`src/rtl/bcd_meas_pkg.sv`:
```
// rtl/bcd_meas_pkg.sv - shared types and constants for the gated BCD measurement controller
// Contents: measurement FSM state enum, BCD result width, saturated result value.
package bcd_meas_pkg;

    localparam int BCD_W = 12;

    // Result reported when the counter chain overflowed during the gate.
    localparam logic [BCD_W-1:0] BCD_SAT = 12'h999;

    typedef enum logic [2:0] {
        IDLE,
        CLEAR,
        GATE,
        SETTLE,
        LATCH
    } meas_state_t;

endpackage

```
`src/rtl/bcd_meas_ctrl_if.sv`:
```
// rtl/bcd_meas_ctrl_if.sv - bus between the measurement controller and the BCD counter chain
// Signals:
//   cnt_q     12  BCD count {hundreds, tens, units} from the counter chain
//   cnt_cout   1  carry-out of the chain (count 999 with carry-in high)
//   cnt_cin    1  carry-in drive to the chain
//   cnt_clr_n  1  counter clear, active-low
// Modports: master = controller side, slave = counter chain side.
interface bcd_meas_ctrl_if;
    import bcd_meas_pkg::*;

    logic [BCD_W-1:0] cnt_q;
    logic             cnt_cout;
    logic             cnt_cin;
    logic             cnt_clr_n;

    modport master (
        output cnt_cin,
        output cnt_clr_n,
        input  cnt_q,
        input  cnt_cout
    );

    modport slave (
        input  cnt_cin,
        input  cnt_clr_n,
        output cnt_q,
        output cnt_cout
    );

endinterface

```
`src/rtl/bcd_gate_timer.sv`:
```
// rtl/bcd_gate_timer.sv - loadable gate-window up-counter with terminal count
// Ports:
//   Clk, Rst_n  clock, synchronous active-low reset
//   load        reload the count with 0 (has priority over en)
//   en          advance the count by one
//   tc          high while the count equals GATE_CYCLES-1
module bcd_gate_timer #(
    parameter int GATE_CYCLES = 50_000_000,
    parameter int TMR_W       = 26
) (
    input  logic Clk,
    input  logic Rst_n,
    input  logic load,
    input  logic en,
    output logic tc
);

    localparam logic [TMR_W-1:0] TC_VAL = TMR_W'(GATE_CYCLES - 1);

    logic [TMR_W-1:0] count;

    always_ff @(posedge Clk) begin
        if (!Rst_n) begin
            count <= '0;
        end else if (load) begin
            count <= '0;
        end else if (en) begin
            count <= count + 1'b1;
        end
    end

    assign tc = (count == TC_VAL);

endmodule

```
`src/rtl/bcd_meas_ctrl.sv`:
```
// rtl/bcd_meas_ctrl.sv - gated-measurement controller for a 3-digit cascaded BCD counter
// Optional feature macro: BCD_MEAS_CTRL_HOLD_EN (adds the hold input that pauses the gate).
// Ports:
//   Clk, Rst_n    clock, synchronous active-low reset
//   start         begin a measurement (sampled only in IDLE)
//   cont          re-arm after each result instead of returning to IDLE (sampled in LATCH)
//   evt_in        single-cycle event pulse, already synchronized
//   hold          (macro only) pause the gate window while high
//   cnt           counter-chain bus (master side): cnt_q, cnt_cout in; cnt_cin, cnt_clr_n out
//   result        latched BCD result, 12'h999 when the count overflowed
//   result_valid  one-cycle strobe coincident with a result update
//   overflow      overflow flag belonging to the last latched result
//   busy          high in every state except IDLE
module bcd_meas_ctrl
    import bcd_meas_pkg::*;
#(
    parameter int GATE_CYCLES = 50_000_000,
    parameter int TMR_W       = 26
) (
    input  logic                  Clk,
    input  logic                  Rst_n,
    input  logic                  start,
    input  logic                  cont,
    input  logic                  evt_in,
`ifdef BCD_MEAS_CTRL_HOLD_EN
    input  logic                  hold,
`endif
    bcd_meas_ctrl_if.master       cnt,
    output logic [BCD_W-1:0]      result,
    output logic                  result_valid,
    output logic                  overflow,
    output logic                  busy
);

    meas_state_t state;
    logic        ovf_acc;
    logic        clr_n_q;
    logic        hold_act;
    logic        gate_open;
    logic        timer_tc;

`ifdef BCD_MEAS_CTRL_HOLD_EN
    assign hold_act = hold;
`else
    assign hold_act = 1'b0;
`endif

    // The gate is open only in GATE and not while paused; both the event
    // pass-through and the timer advance are tied to this single term so a
    // paused cycle neither counts events nor consumes window time.
    assign gate_open   = (state == GATE) && !hold_act;
    assign cnt.cnt_cin = evt_in & gate_open;
    assign cnt.cnt_clr_n = clr_n_q;

    bcd_gate_timer #(
        .GATE_CYCLES (GATE_CYCLES),
        .TMR_W       (TMR_W)
    ) u_gate_timer (
        .Clk   (Clk),
        .Rst_n (Rst_n),
        .load  (state == CLEAR),
        .en    (gate_open),
        .tc    (timer_tc)
    );

    // Outputs are registered on the transition into the state that owns them:
    // the clear strobe on entry to CLEAR, the result/strobe on entry to LATCH
    // (the SETTLE cycle lets the counter's q absorb the final gated event).
    always_ff @(posedge Clk) begin
        if (!Rst_n) begin
            state        <= IDLE;
            ovf_acc      <= 1'b0;
            clr_n_q      <= 1'b1;
            result       <= '0;
            result_valid <= 1'b0;
            overflow     <= 1'b0;
            busy         <= 1'b0;
        end else begin
            result_valid <= 1'b0;
            clr_n_q      <= 1'b1;
            case (state)
                IDLE: begin
                    if (start) begin
                        state   <= CLEAR;
                        clr_n_q <= 1'b0;
                        busy    <= 1'b1;
                    end
                end
                CLEAR: begin
                    ovf_acc <= 1'b0;
                    state   <= GATE;
                end
                GATE: begin
                    if (cnt.cnt_cout) begin
                        ovf_acc <= 1'b1;
                    end
                    if (gate_open && timer_tc) begin
                        state <= SETTLE;
                    end
                end
                SETTLE: begin
                    result       <= ovf_acc ? BCD_SAT : cnt.cnt_q;
                    overflow     <= ovf_acc;
                    result_valid <= 1'b1;
                    state        <= LATCH;
                end
                LATCH: begin
                    if (cont) begin
                        state   <= CLEAR;
                        clr_n_q <= 1'b0;
                    end else begin
                        state <= IDLE;
                        busy  <= 1'b0;
                    end
                end
                default: begin
                    state <= IDLE;
                    busy  <= 1'b0;
                end
            endcase
        end
    end

endmodule

```
`src/flat_wrapper.sv`:
```
// flat-port wrapper written by rule: the top's interface ports become plain ports
module bcd_meas_ctrl_flat import bcd_meas_pkg::*;
#(
    parameter int GATE_CYCLES = 50_000_000,
    parameter int TMR_W       = 26
)
  (Clk, Rst_n, start, cont, evt_in, result, result_valid, overflow, busy, cnt_cnt_cin, cnt_cnt_clr_n, cnt_cnt_q, cnt_cnt_cout);
  bcd_meas_ctrl_if cnt_i ();
  input  logic Clk;
  input  logic Rst_n;
  input  logic start;
  input  logic cont;
  input  logic evt_in;
  output logic [BCD_W-1:0] result;
  output logic result_valid;
  output logic overflow;
  output logic busy;
  output wire logic [$bits(cnt_i.cnt_cin)-1:0] cnt_cnt_cin;
  output wire logic [$bits(cnt_i.cnt_clr_n)-1:0] cnt_cnt_clr_n;
  input wire logic [$bits(cnt_i.cnt_q)-1:0] cnt_cnt_q;
  input wire logic [$bits(cnt_i.cnt_cout)-1:0] cnt_cnt_cout;
  assign cnt_cnt_cin = cnt_i.cnt_cin;
  assign cnt_cnt_clr_n = cnt_i.cnt_clr_n;
  assign cnt_i.cnt_q = cnt_cnt_q;
  assign cnt_i.cnt_cout = cnt_cnt_cout;
  bcd_meas_ctrl #(.GATE_CYCLES(GATE_CYCLES), .TMR_W(TMR_W)) u_core (.Clk(Clk), .Rst_n(Rst_n), .start(start), .cont(cont), .evt_in(evt_in), .cnt(cnt_i), .result(result), .result_valid(result_valid), .overflow(overflow), .busy(busy));
endmodule
```
`config.mk`:
```
export PLATFORM = sky130hd
export DESIGN_NAME = bcd_meas_ctrl_flat
export DESIGN_NICKNAME = d
export VERILOG_FILES = /design/src/rtl/bcd_meas_pkg.sv /design/src/rtl/bcd_meas_ctrl_if.sv /design/src/rtl/bcd_gate_timer.sv /design/src/rtl/bcd_meas_ctrl.sv /design/src/flat_wrapper.sv
export SDC_FILE = /design/constraint.sdc
export NUM_CORES = 1
export LEC_CHECK = 0
export ABC_CLOCK_PERIOD_IN_PS = 2100
export CORE_ASPECT_RATIO = 1.5
export CORE_MARGIN = 2
export CORE_UTILIZATION = 47
export CTS_BUF_LIST = sky130_fd_sc_hd__clkbuf_16
export CTS_CLUSTER_DIAMETER = 200
export CTS_CLUSTER_SIZE = 20
export DETAILED_ROUTE_END_ITERATION = 6
export PLACE_DENSITY = 0.75
export SETUP_SLACK_MARGIN = 0.05
export SLEW_MARGIN = 20
export SYNTH_ARGS = -nofsm -noshare
export SYNTH_HDL_FRONTEND = slang
export SYNTH_HIERARCHICAL = 1
export SYNTH_SLANG_ARGS = --single-unit
```
`constraint.sdc`:
```
create_clock -name Clk -period 2.1 [get_ports Clk]
set_clock_uncertainty 0.05 [all_clocks]
set_input_delay 0.315 -clock Clk [delete_from_list [all_inputs] [get_ports Clk]]
set_output_delay 0.315 -clock Clk [all_outputs]
set_load 0.005 [all_outputs]
```
Word level (Yosys, flattened, before mapping)
Index checks and enable logic that the tools add are counted.
{ "word_totals": {"regBits": 46, "in_bits": 18, "output_inout_bits": 17, "elab_cells": 43} }
{ "classes": {"add_sub_neg": 1, "n_eq_ne": 9, "muxes": 14, "bitwise_logic": 3, "n_reduce_logical": 8} }
{ "ops": {"columns": ["cell", "count"], "rows": [
  ["$add 26x1->26 const B", 1],
  ["$eq 26x26->1 const B", 1],
  ["$pmux 3 s5", 1],
  ["$mux 12", 1],
  ["$ne 2x2->1 const B", 4],
  ["$mux 1", 7],
  ["$eq 3x2->1 const B", 2],
  ["$mux 3", 2],
  ["$pmux 1 s2", 2],
  ["$reduce_and 2->1", 2],
  ["$eq 3x1->1 const B", 1],
  ["$eq 3x3->1 const B", 1],
  ["$logic_not 3->1", 1],
  ["$pmux 1 s3", 1],
  ["$reduce_and 3->1", 1],
  ["$reduce_or 3->1", 1],
  ["$not 1->1", 2],
  ["$reduce_bool 2->1", 1],
  ["$reduce_or 2->1", 1],
  ["$and 1x1->1", 1],
  ["$logic_and 1x1->1", 1]
]} }

Logic depth before layout (Yosys ltp)
{ "depth": {"ltp_word": 4, "ltp_mapped": 8, "depth_no_buf": 7} }

Hierarchy
The synthesis kept the hierarchy.
{ "modules_own_cells": {"columns": ["module", "instances", "cells_each", "area_per_inst_um2", "seq_area_each_um2"], "rows": [
  ["bcd_gate_timer", 1, 149, 1257.5, 520.5],
  ["bcd_meas_ctrl", 1, 90, 865.8, 400.4]
]} }

Worst setup path after synthesis
No wires, ideal clock.
{ "synth_path": {"path_type": "register to register", "from": "reg u_core.state[1]", "to": "reg u_core.u_gate_timer.count[22]", "setup_ns": 0.070, "t_arrival_ns": 2.077, "t_required_ns": 1.980, "setup_slack_ns": -0.097, "stages_incl_launch_ff": 9, "path_buffers": 3, "period_less_slack_ns": 2.197, "path_cell_list": "dfxtp_1 -> buf_2 -> nor3b_1 -> clkbuf_1 -> nand2_1 -> or3_1 -> buf_2 -> or4_1 -> a21oi_1"} }
{ "synth_between": {"word_cells_on_any_way": 3, "cone_classes": "eq/ne: 2; reduce/logical: 1"} }
{ "synth_lines": {"columns": ["item", "line", "text"], "rows": [
  ["from (decl)", "bcd_meas_ctrl.sv:35", "meas_state_t state;"],
  ["from (signal assigned)", "bcd_meas_ctrl.sv:71", "state <= IDLE;"],
  ["from (signal assigned)", "bcd_meas_ctrl.sv:84", "state <= CLEAR;"],
  ["from (signal assigned)", "bcd_meas_ctrl.sv:91", "state <= GATE;"],
  ["$eq 3x2->1", "bcd_meas_ctrl.sv:51", "assign gate_open = (state == GATE) && !hold_act;"],
  ["named net u_core.gate_open", "bcd_meas_ctrl.sv:39", "logic gate_open;"],
  ["to (signal assigned)", "bcd_gate_timer.sv:28", "count <= count + 1'b1;"],
  ["to (decl)", "bcd_gate_timer.sv:20", "logic [TMR_W-1:0] count;"]
]} }
The timed path passes the listed nets, and every way through them passes these cells.
A chain may end at the register's enable or synchronous reset.

Final worst setup path
{ "layout_path": {"from": "reg u_core.state[0]", "to": "out cnt_cnt_cin"} }
{ "layout_between": {"elab_chain_cells": 2} }
{ "layout_lines": {"columns": ["item", "line", "text"], "rows": [
  ["$eq 3x2->1", "bcd_meas_ctrl.sv:51", null],
  ["named net u_core.gate_open", "bcd_meas_ctrl.sv:39", null],
  ["$and 1x1->1", "bcd_meas_ctrl.sv:52", "assign cnt.cnt_cin = evt_in & gate_open;"],
  ["to (decl)", "flat_wrapper.sv:18", "output wire logic [$bits(cnt_i.cnt_cin)-1:0] cnt_cnt_cin;"]
]} }
The timed path passes the listed nets, and every way through them passes these cells.

==> results_dict.tcl <==
set metrics [dict create \
    synthCells 239 \
    max_freq_ghz 0.504 \
    ctsHoldBuffers 0 \
    hold_class "register to register" \
    cap_violations 0 \
    globalplace.congestion 0.810 \
    path_clk_slew_ps 60 \
    avgSynthCellArea_um2 8.88 \
    stdcell_count 324 \
    area_growth_pct 27.0 \
    cts.sinks 46 \
    grt_max_degree 25 \
    yosys_warnings 6 \
    design.die.area_mm2 0.00508 \
    fin_ws_ps 115 \
    hold_violations 0 \
    arrival_ps 1620 \
    critPathRequiredTime_ps 1740 \
    synth_cell_types 41 \
    final_area_mm2 0.00270 \
    overflow 0 \
    rsz0062_at_grt "false" \
    max-vdd-ir-drop_v 0.000620 \
    tns_ps 0 \
    fp.dieH_um 86.3 \
    path_cells "nor3b_4 -> buf_4 -> and2_1 -> clkdlybuf4s50_1" \
    post-place-ws_ps 208 \
    antenna_found_initial 0 \
    slew_viol_final 0 \
    dpl_cell_area_mm2 0.00251 \
    worstMarginPinSlew_ps 554 \
    p_leak_nw 0.888 \
    power_density_mw_per_mm2 713 \
    drt-total-wl_mm 4.52 \
    core_mm2 0.00443 \
    power_mw 1.92 \
    antennaDiodeCount 0 \
    synthFlopType "dfxtp_1" \
    drive_above_1_share_pct 10.9 \
    path_buf_inv 2 \
    htreeDepth 2 \
    die_x_um 58.9 \
    async_flop_share_pct 0 \
    rows 30 \
    slowest_delay_ps 500 \
    ant_nets 0 \
    clockBufferDepth 2 \
    end_kind "primary output" \
    post-route-util_pct 60.9 \
    cts_tree "built" \
    port_buffers 34 \
    first_global_vias 1759 \
    cts-buffers-inserted 5 \
    drtIter0Drc 44 \
    synth-edff-count 0 \
    clock_tree.root_cell "clkbuf_16" \
    slowest_stage "clkdlybuf4s50_1" \
    viasPerCell 5.55 \
    synth_nets 258 \
    post-dp-hpwl_mm 3.32 \
    dp.cells 315 \
    grt_util_all_layers_pct 20.3 \
    crit_type "register to primary output" \
    finalSetupViolCount 0 \
    yosysSeqAreaShare_pct 43.4 \
    insertion_delay_ps 280 \
    ios 35 \
    slew_headroom_pct 63.1 \
    start_util_pct 47.9 \
    firstDrtPassIters 4 \
    fillers 385 \
    fin_nets 294 \
    hold_ws_ps 409 \
    num_vias 1799 \
    critPathTopFamily "buffers and inverters" \
    avgRoutedWirePerCell_um 14.0 \
    status "complete, no violations" \
    critPathLaunchType "register" \
    finalCriticalPeriod_ps 1980 \
    grt_pass1_wl_mm 8.03 \
    drcViolationCount 0 \
    period_share_pct 94.5 \
    cp_max_fo 3 \
    ys_seq_elements 46 \
    synth_area_mm2 0.00212 \
]
[layout make-up]
class / count / area (um^2) / share of cell area, %
repair buffers: 45 / 423 / 15.7
clock buffers: 5 / 125 / 4.64
flip-flops and latches: 46 / 922 / 34.2
clock inverters: 3 / 41.3 / 1.53
multi-input cells: 174 / 1110 / 41.3
inverters: 3 / 11.3 / 0.418
well taps: 48 / 60.1 / 2.23
[worst paths after layout]
path	from	to	slack (ps)	cells after the start
max	u_core/state[0]$_SDFFE_PN0P_	cnt_cnt_cin	120	4
min	u_core/result[9]$_SDFFE_PN0P_	u_core/result[9]$_SDFFE_PN0P_	410	2
max reg2reg	u_core/state[0]$_SDFFE_PN0P_	u_core/u_gate_timer/count[24]$_SDFFE_PP0P_	190	5
min reg2reg	u_core/result[9]$_SDFFE_PN0P_	u_core/result[9]$_SDFFE_PN0P_	410	2
[worst min-delay path: stages, from the launching register on]
cell and delay (ps):
dfxtp_1 310, nand2_1 50, a21boi_0 60
[routing by layer]
metal	routed length, um	track usage [%]	up-vias
met3	177	4.63	2
met4	29	6.82	0
met1	1830	23.8	838
met2	2490	35.5	37
met5	0	0	-
li1	-	-	922
[repair_timing]
item	CTS	global route
pin swaps	0	1
buffers inserted	1	0
resized for setup	0	2
endpoints found under the setup margin	1	5
[state kept, by name, indices dropped and copies added, names as in the netlist]
| register | count |
|---|---|
| u_core/u_gate_timer/count | 26 |
| u_core/cnt.cnt_clr_n | 1 |
| u_core/busy | 1 |
| u_core/ovf_acc | 1 |
| u_core/result_valid | 1 |
| u_core/overflow | 1 |
| u_core/result | 12 |
| u_core/state | 3 |
[cells in the mapped netlist, types with 5 or more instances]
cell type / count / area share (%)
dfxtp_1: 46 / 43
nor2_1: 22 / 3.9
nand2_1: 19 / 3.4
nand3_1: 15 / 3.5
a21oi_1: 11 / 2.6
nor3_1: 10 / 2.4
clkbuf_1: 7 / 1.2
o31ai_1: 7 / 2.5
or3_1: 7 / 2.1
or4_1: 7 / 2.5
xor2_1: 7 / 2.9
a21boi_0: 6 / 2.1
nand4_1: 6 / 1.8
nor3b_2: 6 / 3.5
xnor2_1: 6 / 2.5
buf_2: 5 / 1.2
o21ai_0: 5 / 1.2
[cell families (layout without fill, tap and decap cells)]
group	after synthesis	count (layout)	synth area share (%)
fa+ha+maj	1	1	0.589
compound gates	37	37	11.4
buf+inv	19	56	4.71
mux	2	2	0.943
simple gates	121	121	33.6
xor+xnor	13	13	5.36
flops	46	46	43.4
[power breakdown]
| part | leakage [nW] | internal, mW | switching (mW) |
|---|---|---|---|
| Sequential | 0.372 | 0.890 | 0.0129 |
| Clock | 0.0812 | 0.556 | 0.303 |
| Combinational | 0.435 | 0.0926 | 0.0664 |
| Total | 0.888 | 1.54 | 0.382 |
[cell usage in the layout (no fill, tap or decap), types with 4 or more instances in the layout]
| cell type | n |
|---|---|
| nand4_1 | 6 |
| o21ai_0 | 5 |
| inv_1 | 4 |
| buf_4 | 11 |
| or3_1 | 7 |
| nor3b_2 | 6 |
| nor3_1 | 10 |
| o31ai_1 | 7 |
| or4_1 | 7 |
| clkdlybuf4s50_1 | 34 |
| a21boi_0 | 6 |
| a21oi_1 | 11 |
| clkbuf_16 | 5 |
| dfxtp_1 | 45 |
| nand2_1 | 19 |
| xor2_1 | 7 |
| nand3_1 | 15 |
| nor2_1 | 22 |
| xnor2_1 | 6 |
Note: power is estimated with default switching activity, not from simulation.
